## src/rtl/cu_pkg.sv

```systemverilog
// Shared definitions for the decode stage: control bundle layout,
// opcode map, field encodings and the opcode decode function.
package cu_pkg;

   localparam logic [1:0] IT_NONE = 2'b00;
   localparam logic [1:0] IT_REG  = 2'b01;
   localparam logic [1:0] IT_IMM  = 2'b10;

   localparam logic [2:0] SRC_REG = 3'b000;
   localparam logic [2:0] SRC_IMM = 3'b001;

   localparam logic [5:0] OP_NOP        = 6'h00;
   localparam logic [5:0] OP_ADD        = 6'h01;
   localparam logic [5:0] OP_SUB        = 6'h02;
   localparam logic [5:0] OP_LAST_ARITH = 6'h08;
   localparam logic [5:0] OP_INV        = 6'h09;
   localparam logic [5:0] OP_LAST_REG   = 6'h0D;
   localparam logic [5:0] OP_LDIM       = 6'h0E;
   localparam logic [5:0] OP_ADDI       = 6'h0F;
   localparam logic [5:0] OP_IISUB      = 6'h1B;
   localparam logic [5:0] OP_LAST_LEGAL = 6'h1B;

   typedef struct packed {
      logic [1:0] inst_type;
      logic [1:0] wb_sel;
      logic [2:0] src_sel;
      logic [3:0] alu_sel;
      logic       alu_c_in;
      logic       alu_enable;
      logic       reg_read_a;
      logic       reg_read_b;
      logic       reg_write;
      logic       reg_reset;
   } ctrl_t;

   typedef struct packed {
      ctrl_t ctrl;
      logic  illegal;
   } decode_t;

   // Opcodes above the legal range (including any set bit above bit 5,
   // flagged by upper_nz) decode as a NOP bundle with the illegal bit set.
   function automatic decode_t decode(input logic [5:0] op, input logic upper_nz);
      decode_t d;
      d = '0;
      if (upper_nz || (op > OP_LAST_LEGAL)) begin
         d.illegal = 1'b1;
      end else if ((op >= OP_ADD) && (op <= OP_LAST_REG)) begin
         d.ctrl.inst_type  = IT_REG;
         d.ctrl.src_sel    = SRC_REG;
         d.ctrl.alu_enable = 1'b1;
         d.ctrl.reg_write  = 1'b1;
         d.ctrl.reg_read_a = 1'b1;
         d.ctrl.reg_read_b = (op != OP_INV);
         if (op == OP_INV) begin
            d.ctrl.alu_sel = 4'hC;
         end else if (op <= OP_LAST_ARITH) begin
            d.ctrl.alu_sel = 4'(op - 6'd1);
         end else begin
            d.ctrl.alu_sel = 4'(op - 6'd2);
         end
      end else if (op == OP_LDIM) begin
         d.ctrl.inst_type  = IT_IMM;
         d.ctrl.src_sel    = SRC_IMM;
         d.ctrl.alu_sel    = 4'h2;
         d.ctrl.alu_enable = 1'b1;
         d.ctrl.reg_write  = 1'b1;
      end else if (op >= OP_ADDI) begin
         d.ctrl.inst_type  = IT_IMM;
         d.ctrl.src_sel    = SRC_IMM;
         d.ctrl.alu_sel    = 4'(op - OP_ADDI);
         d.ctrl.alu_enable = 1'b1;
         d.ctrl.reg_write  = 1'b1;
         d.ctrl.reg_read_a = 1'b1;
      end
      return d;
   endfunction

endpackage

```

## src/rtl/cu_scoreboard.sv

```systemverilog
// Write-back scoreboard: tracks destination registers of issued writes
// until the register file has committed them.
module cu_scoreboard #(
   parameter int WB_LAT     = 3,
   parameter int REG_ADDR_W = 3
) (
   input  logic                  clk,
   input  logic                  rst_n,
   input  logic                  push,
   input  logic [REG_ADDR_W-1:0] push_rd,
   input  logic                  qa_en,
   input  logic [REG_ADDR_W-1:0] qa,
   input  logic                  qb_en,
   input  logic [REG_ADDR_W-1:0] qb,
   output logic                  hit
);

   logic                  slot_v  [WB_LAT];
   logic [REG_ADDR_W-1:0] slot_rd [WB_LAT];

   // Shift the in-flight writes one slot per cycle; slot 0 takes the issuing write.
   always_ff @(posedge clk) begin
      if (!rst_n) begin
         for (int i = 0; i < WB_LAT; i++) begin
            slot_v[i] <= 1'b0;
         end
      end else begin
         slot_v[0]  <= push;
         slot_rd[0] <= push_rd;
         for (int i = 1; i < WB_LAT; i++) begin
            slot_v[i]  <= slot_v[i-1];
            slot_rd[i] <= slot_rd[i-1];
         end
      end
   end

   // The write issuing this cycle counts as pending; the last slot is the
   // write completing this cycle, so a reader accepted now already sees it.
   always_comb begin
      hit = push && ((qa_en && (qa == push_rd)) || (qb_en && (qb == push_rd)));
      for (int i = 0; i < WB_LAT - 1; i++) begin
         if (slot_v[i] && ((qa_en && (qa == slot_rd[i])) || (qb_en && (qb == slot_rd[i])))) begin
            hit = 1'b1;
         end
      end
   end

endmodule

```

## src/rtl/cu_decode_pipe.sv

```systemverilog
// Registered instruction-decode stage with valid/ready handshake,
// read-after-write stall and sticky illegal-opcode flag.
module cu_decode_pipe
   import cu_pkg::*;
#(
   parameter int OPCODE_W   = 6,
   parameter int REG_ADDR_W = 3,
   parameter int WB_LAT     = 3
) (
   input  logic                  clk,
   input  logic                  rst_n,
   input  logic                  flush,
   input  logic                  in_valid,
   output logic                  in_ready,
   input  logic [OPCODE_W-1:0]   in_opcode,
   input  logic [REG_ADDR_W-1:0] in_rd,
   input  logic [REG_ADDR_W-1:0] in_ra,
   input  logic [REG_ADDR_W-1:0] in_rb,
   output logic                  out_valid,
   input  logic                  out_ready,
   output ctrl_t                 out_ctrl,
   output logic [REG_ADDR_W-1:0] out_rd,
   output logic [REG_ADDR_W-1:0] out_ra,
   output logic [REG_ADDR_W-1:0] out_rb,
   output logic                  illegal_err
);

   logic    upper_nz;
   decode_t dec;
   logic    issue;
   logic    accept;
   logic    sb_hit;
   logic    out_hit;
   logic    hazard;

   assign upper_nz = (in_opcode >> 6) != '0;
   assign dec      = decode(in_opcode[5:0], upper_nz);
   assign issue    = out_valid && out_ready;

   assign out_hit = out_valid && out_ctrl.reg_write && !issue &&
                    ((dec.ctrl.reg_read_a && (in_ra == out_rd)) ||
                     (dec.ctrl.reg_read_b && (in_rb == out_rd)));
   assign hazard   = sb_hit || out_hit;
   assign in_ready = rst_n && !flush && !hazard && (!out_valid || out_ready);
   assign accept   = in_valid && in_ready;

   cu_scoreboard #(
      .WB_LAT     (WB_LAT),
      .REG_ADDR_W (REG_ADDR_W)
   ) u_scoreboard (
      .clk     (clk),
      .rst_n   (rst_n),
      .push    (issue && out_ctrl.reg_write),
      .push_rd (out_rd),
      .qa_en   (dec.ctrl.reg_read_a),
      .qa      (in_ra),
      .qb_en   (dec.ctrl.reg_read_b),
      .qb      (in_rb),
      .hit     (sb_hit)
   );

   // Output register: load on accept, empty on issue, flush kills the bundle.
   always_ff @(posedge clk) begin
      if (!rst_n) begin
         out_valid <= 1'b0;
         out_ctrl  <= '0;
         out_rd    <= '0;
         out_ra    <= '0;
         out_rb    <= '0;
      end else if (flush) begin
         out_valid <= 1'b0;
      end else if (accept) begin
         out_valid <= 1'b1;
         out_ctrl  <= dec.ctrl;
         out_rd    <= in_rd;
         out_ra    <= in_ra;
         out_rb    <= in_rb;
      end else if (issue) begin
         out_valid <= 1'b0;
      end
   end

   // Sticky flag raised when an illegal opcode is taken in.
   always_ff @(posedge clk) begin
      if (!rst_n) begin
         illegal_err <= 1'b0;
      end else if (accept && dec.illegal) begin
         illegal_err <= 1'b1;
      end
   end

endmodule

```

## config.mk

```make
export PLATFORM = sky130hd
export DESIGN_NAME = cu_decode_pipe
export DESIGN_NICKNAME = d
export VERILOG_FILES = /design/src/rtl/cu_pkg.sv /design/src/rtl/cu_scoreboard.sv /design/src/rtl/cu_decode_pipe.sv
export SDC_FILE = /design/constraint.sdc
export NUM_CORES = 1
export LEC_CHECK = 0
export BUFFER_PORTS_ARGS = -buffer_cell sky130_fd_sc_hd__buf_2
export CORE_UTILIZATION = 49
export CTS_BUF_LIST = sky130_fd_sc_hd__clkbuf_4
export CTS_CLUSTER_DIAMETER = 80
export CTS_CLUSTER_SIZE = 12
export DETAILED_ROUTE_END_ITERATION = 10
export PLACE_DENSITY = 0.81
export SLEW_MARGIN = 10
export SYNTH_ARGS = -nofsm -noshare
export SYNTH_HDL_FRONTEND = slang
export SYNTH_SLANG_ARGS = --single-unit
```

## constraint.sdc

```tcl
create_clock -name clk -period 2.61 [get_ports clk]
set_clock_uncertainty 0.05 [all_clocks]
set_input_delay 0.261 -clock clk [delete_from_list [all_inputs] [get_ports clk]]
set_output_delay 0.261 -clock clk [all_outputs]
set_load 0.02 [all_outputs]
```

==> summary.txt <==
GRT
  • Largest net degree at the start of global routing: 30
  • Grt ovf: 0
  • First-pass GRT wire length: 6.31 mm
  • Initial antenna violation count: 0
  • Total GRT Usage: 0.204
  • Vias in the first global route: 1356

Job
  • Max-cap violations: 0

Synthesis
  • Yosys warns: 0
  • Largest family of logic cells by synthesized area: simple AND/OR/NAND/NOR gates
  • Mapped Area: 1830 sq um
  • Synth Area in XOR/XNOR: 0.0958
  • Yosys reg bits: 29
  • Adder-cell area share of the yosys netlist: 0.0547
  • Mux contribution to synthesized area: 0.0828
  • Post-synthesis compound-gate area fraction: 0.146
  • Yosys cell types: 51
  • Avg Cell Area, Syn: 9.78 sq um
  • Simple-Gate Fraction of Synth Area: 0.200
  • Top_reg_cell synth: dfxtp_1
  • EDFF count, synth: 6
  • Syn Inst Count: 187
  • Sequential area share after synthesis: 0.350
  • Post-synthesis async set-or-reset flop share: 0

Cells and area
  • Layout cells sized above 1: 0.304
  • Multi-input logic area: 1080 sq um
  • Post-layout util: 0.633
  • Nets: 267
  • # fillers: 317
  • Ant diodes: 0
  • Reg area: 641 sq um
  • Area Overhead vs Synth: 20.0%

CTS
  • CTS tree: yes
  • Clock sink count: 29
  • H-tree depth: 2
  • Longest Clk Path Bufs: 2
  • Root Driver: clkbuf_4
  • Clock latency on the worst-skew pair: 330 ps
  • Inserted Clock Buffers: 5
  • CTS clk-pin slew, worst paths: 90 ps
  • Hold buffers post-CTS: 0

Route
  • First-pass DRT Iterations: 4
  • Remaining DRCs: 0
  • Detail Route Antenna Nets: 0
  • Vias per cell: 5.08
  • Vias: 1452
  • Wire per inst: 12.9 um
  • Drt total wl: 3.68 mm
  • Starting DRC count in detailed routing: 54

STA
  • Final Hold Vio Count: 0
  • RSZ-0062 raised after global routing: false
  • Final min period: 2500 ps
  • Final period util: 0.956
  • Setup TNS: 0 ps
  • Worst setup margin: 114 ps
  • Final setup fails: 0
  • Worst-margin pin slew: 573 ps
  • Hold Slack: 142 ps
  • FMAX: 401 MHz
  • Final Max Slew Viols: 0
  • Slew HR: 0.615

Floorplanning
  • Die height: 63.1 um
  • Core Footprint: 3470 sq um
  • # rows: 21
  • Die X-Extent: 63.1 um
  • Die ar.: 3980 sq um
  • Ports: 49
  • Initial core utilization: 0.527

Power and ir drop
  • Power per cell area: 476 nW/um^2
  • P_sw: 0.287 mW
  • Part of the power in registers: 0.461
  • Clk network pwr share: 0.347
  • Pleak: 0.895 nW
  • Switching share of power: 0.274
  • Gate power share: 0.192
  • Internal: 0.760 mW
  • Worst vdd ir: 0.000311 V

Critical path
  • CP Data Arrival Time: 2190 ps
  • Worst path required time: 2300 ps
  • CP Cell Sequence: buf_2 > inv_1 > ha_2 > and4bb_2 > or4_1 > o221ai_2 > buf_4 > a211oi_1 > buf_2
  • Max stage delay cell, worst path: or4_1
  • Max Fanout on Critical Path: 6
  • Buf/Inv on CP: 4
  • CP most frequent cell: buf_2
  • Critical path startpoint category: input pin
  • Top delay family on crit path: simple AND/OR/NAND/NOR gates
  • CP Class: input pin to output pin
  • Crit. End Element: output pin
  • Slowest stage delay, CP: 590 ps

Placed design
  • DP Worst Slack: 10.6 ps
  • Post-DP HPWL: 2.77 mm
  • GPL Wtd Cong: 0.879
  • # port buffers: 42

Hold path
  • HP Class: input pin to flop

Outcome
  • Status: complete, no violations
-- worst register-to-register path: stages, from the launching register on --
cell	delay, ps
edfxtp_1	450
xnor2_1	160
nand4_1	110
nand3_1	170
a2111oi_4	350
buf_4	280
mux2i_1	210
nor2b_1	70
-- cells by family (layout without fill, tap and decap cells) --
group	Yosys count	count (layout)
buffers and inverters	23	71
other	1	6
multiplexers	15	15
AND/OR/NAND/NOR	58	58
XOR/XNOR	20	20
AO/OA/AOI/OAI	33	33
adder cells (fa/ha/maj)	8	8
flip-flops	29	29
-- repair_timing --
action	in CTS	in global routing
resized for setup	0	1
endpoints found under the hold margin	0	0
setup endpoints to repair	0	1
buffers inserted	0	0
-- registers in the layout, summed over array words and instances, names as in the netlist --
signal / cells
illegal_err: 1
out_ctrl: 10
out_ra: 3
out_rb: 3
out_rd: 3
out_valid: 1
u_scoreboard.slot_rd: 6
u_scoreboard.slot_v: 2
-- synthesized netlist by cell type, types with 4 or more instances --
cell | count | area share
a21boi_1 | 4 | 0.016
a21oi_1 | 5 | 0.014
buf_4 | 8 | 0.033
clkbuf_1 | 4 | 0.0082
dfxtp_1 | 23 | 0.25
edfxtp_1 | 6 | 0.098
ha_1 | 8 | 0.055
inv_1 | 9 | 0.018
mux2i_1 | 14 | 0.077
nand2_1 | 6 | 0.012
nand2b_1 | 7 | 0.024
nand4_1 | 6 | 0.021
nor2b_1 | 16 | 0.055
xnor2_1 | 20 | 0.096
-- area by class of cell --
class / instances / area share
Multi-Input combinational cell: 140 / 0.494
Sequential cell: 29 / 0.292
Timing Repair Buffer: 54 / 0.137
Tap cell: 46 / 0.0262
Clock inverter: 3 / 0.0188
Clock buffer: 5 / 0.0171
Inverter: 9 / 0.0154
-- power groups by stage --
stage	logic, mW	registers [mW]	clock network [mW]
final	0.201	0.483	0.363
after global routing	0.221	0.485	0.398
after CTS	0.201	0.483	0.370
after detailed placement	0.199	0.493	0
after global placement	0.197	0.492	0
after floorplan	0.127	0.503	0
-- final timing paths --
kind / from / end / slack, ps / cells past startpoint
setup / recovery: in_opcode[1] / in_ready / 110 / 9
hold / removal: in_rd[1] / out_rd[1] / 140 / 3
setup reg to reg: u_scoreboard.slot_rd[0][0] / out_rb[2] / 650 / 7
hold reg to reg: out_ctrl[6] / out_ctrl[6] / 420 / 2
-- layout by cell type (no fill, tap or decap), drive strengths merged, types with 2 or more instances in the layout --
master	n
buf	54
dfxtp	23
xnor2	20
nor2b	16
mux2i	14
inv	9
ha	8
nand2b	7
nand4	6
nand2	6
conb	6
edfxtp	6
a21oi	6
clkbuf	5
a21boi	4
nor2	4
and2	3
nor3	3
a211oi	3
o21ai	3
nand3	2
or2	2
o21a	2
o211ai	2
o221ai	2
-- metrics by stage --
| step | cells | cell area (sq um) | power, mW |
|---|---|---|---|
| after floorplan | 192 | 1850 | 0.630 |
| after global placement | 278 | 2110 | 0.690 |
| after detailed placement | 278 | 2110 | 0.692 |
| after CTS | 286 | 2190 | 1.05 |
| after global routing | 286 | 2200 | 1.10 |
| final | 286 | 2200 | 1.05 |
-- layer usage --
metal,global-route usage,part of all wire,vias to the layer above
met5,0,0,-
met4,0.0698,0.015,0
met3,0.0652,0.067,6
met2,0.296,0.43,52
met1,0.281,0.49,643
li1,-,-,751
Power figures use the tool's default switching activity.
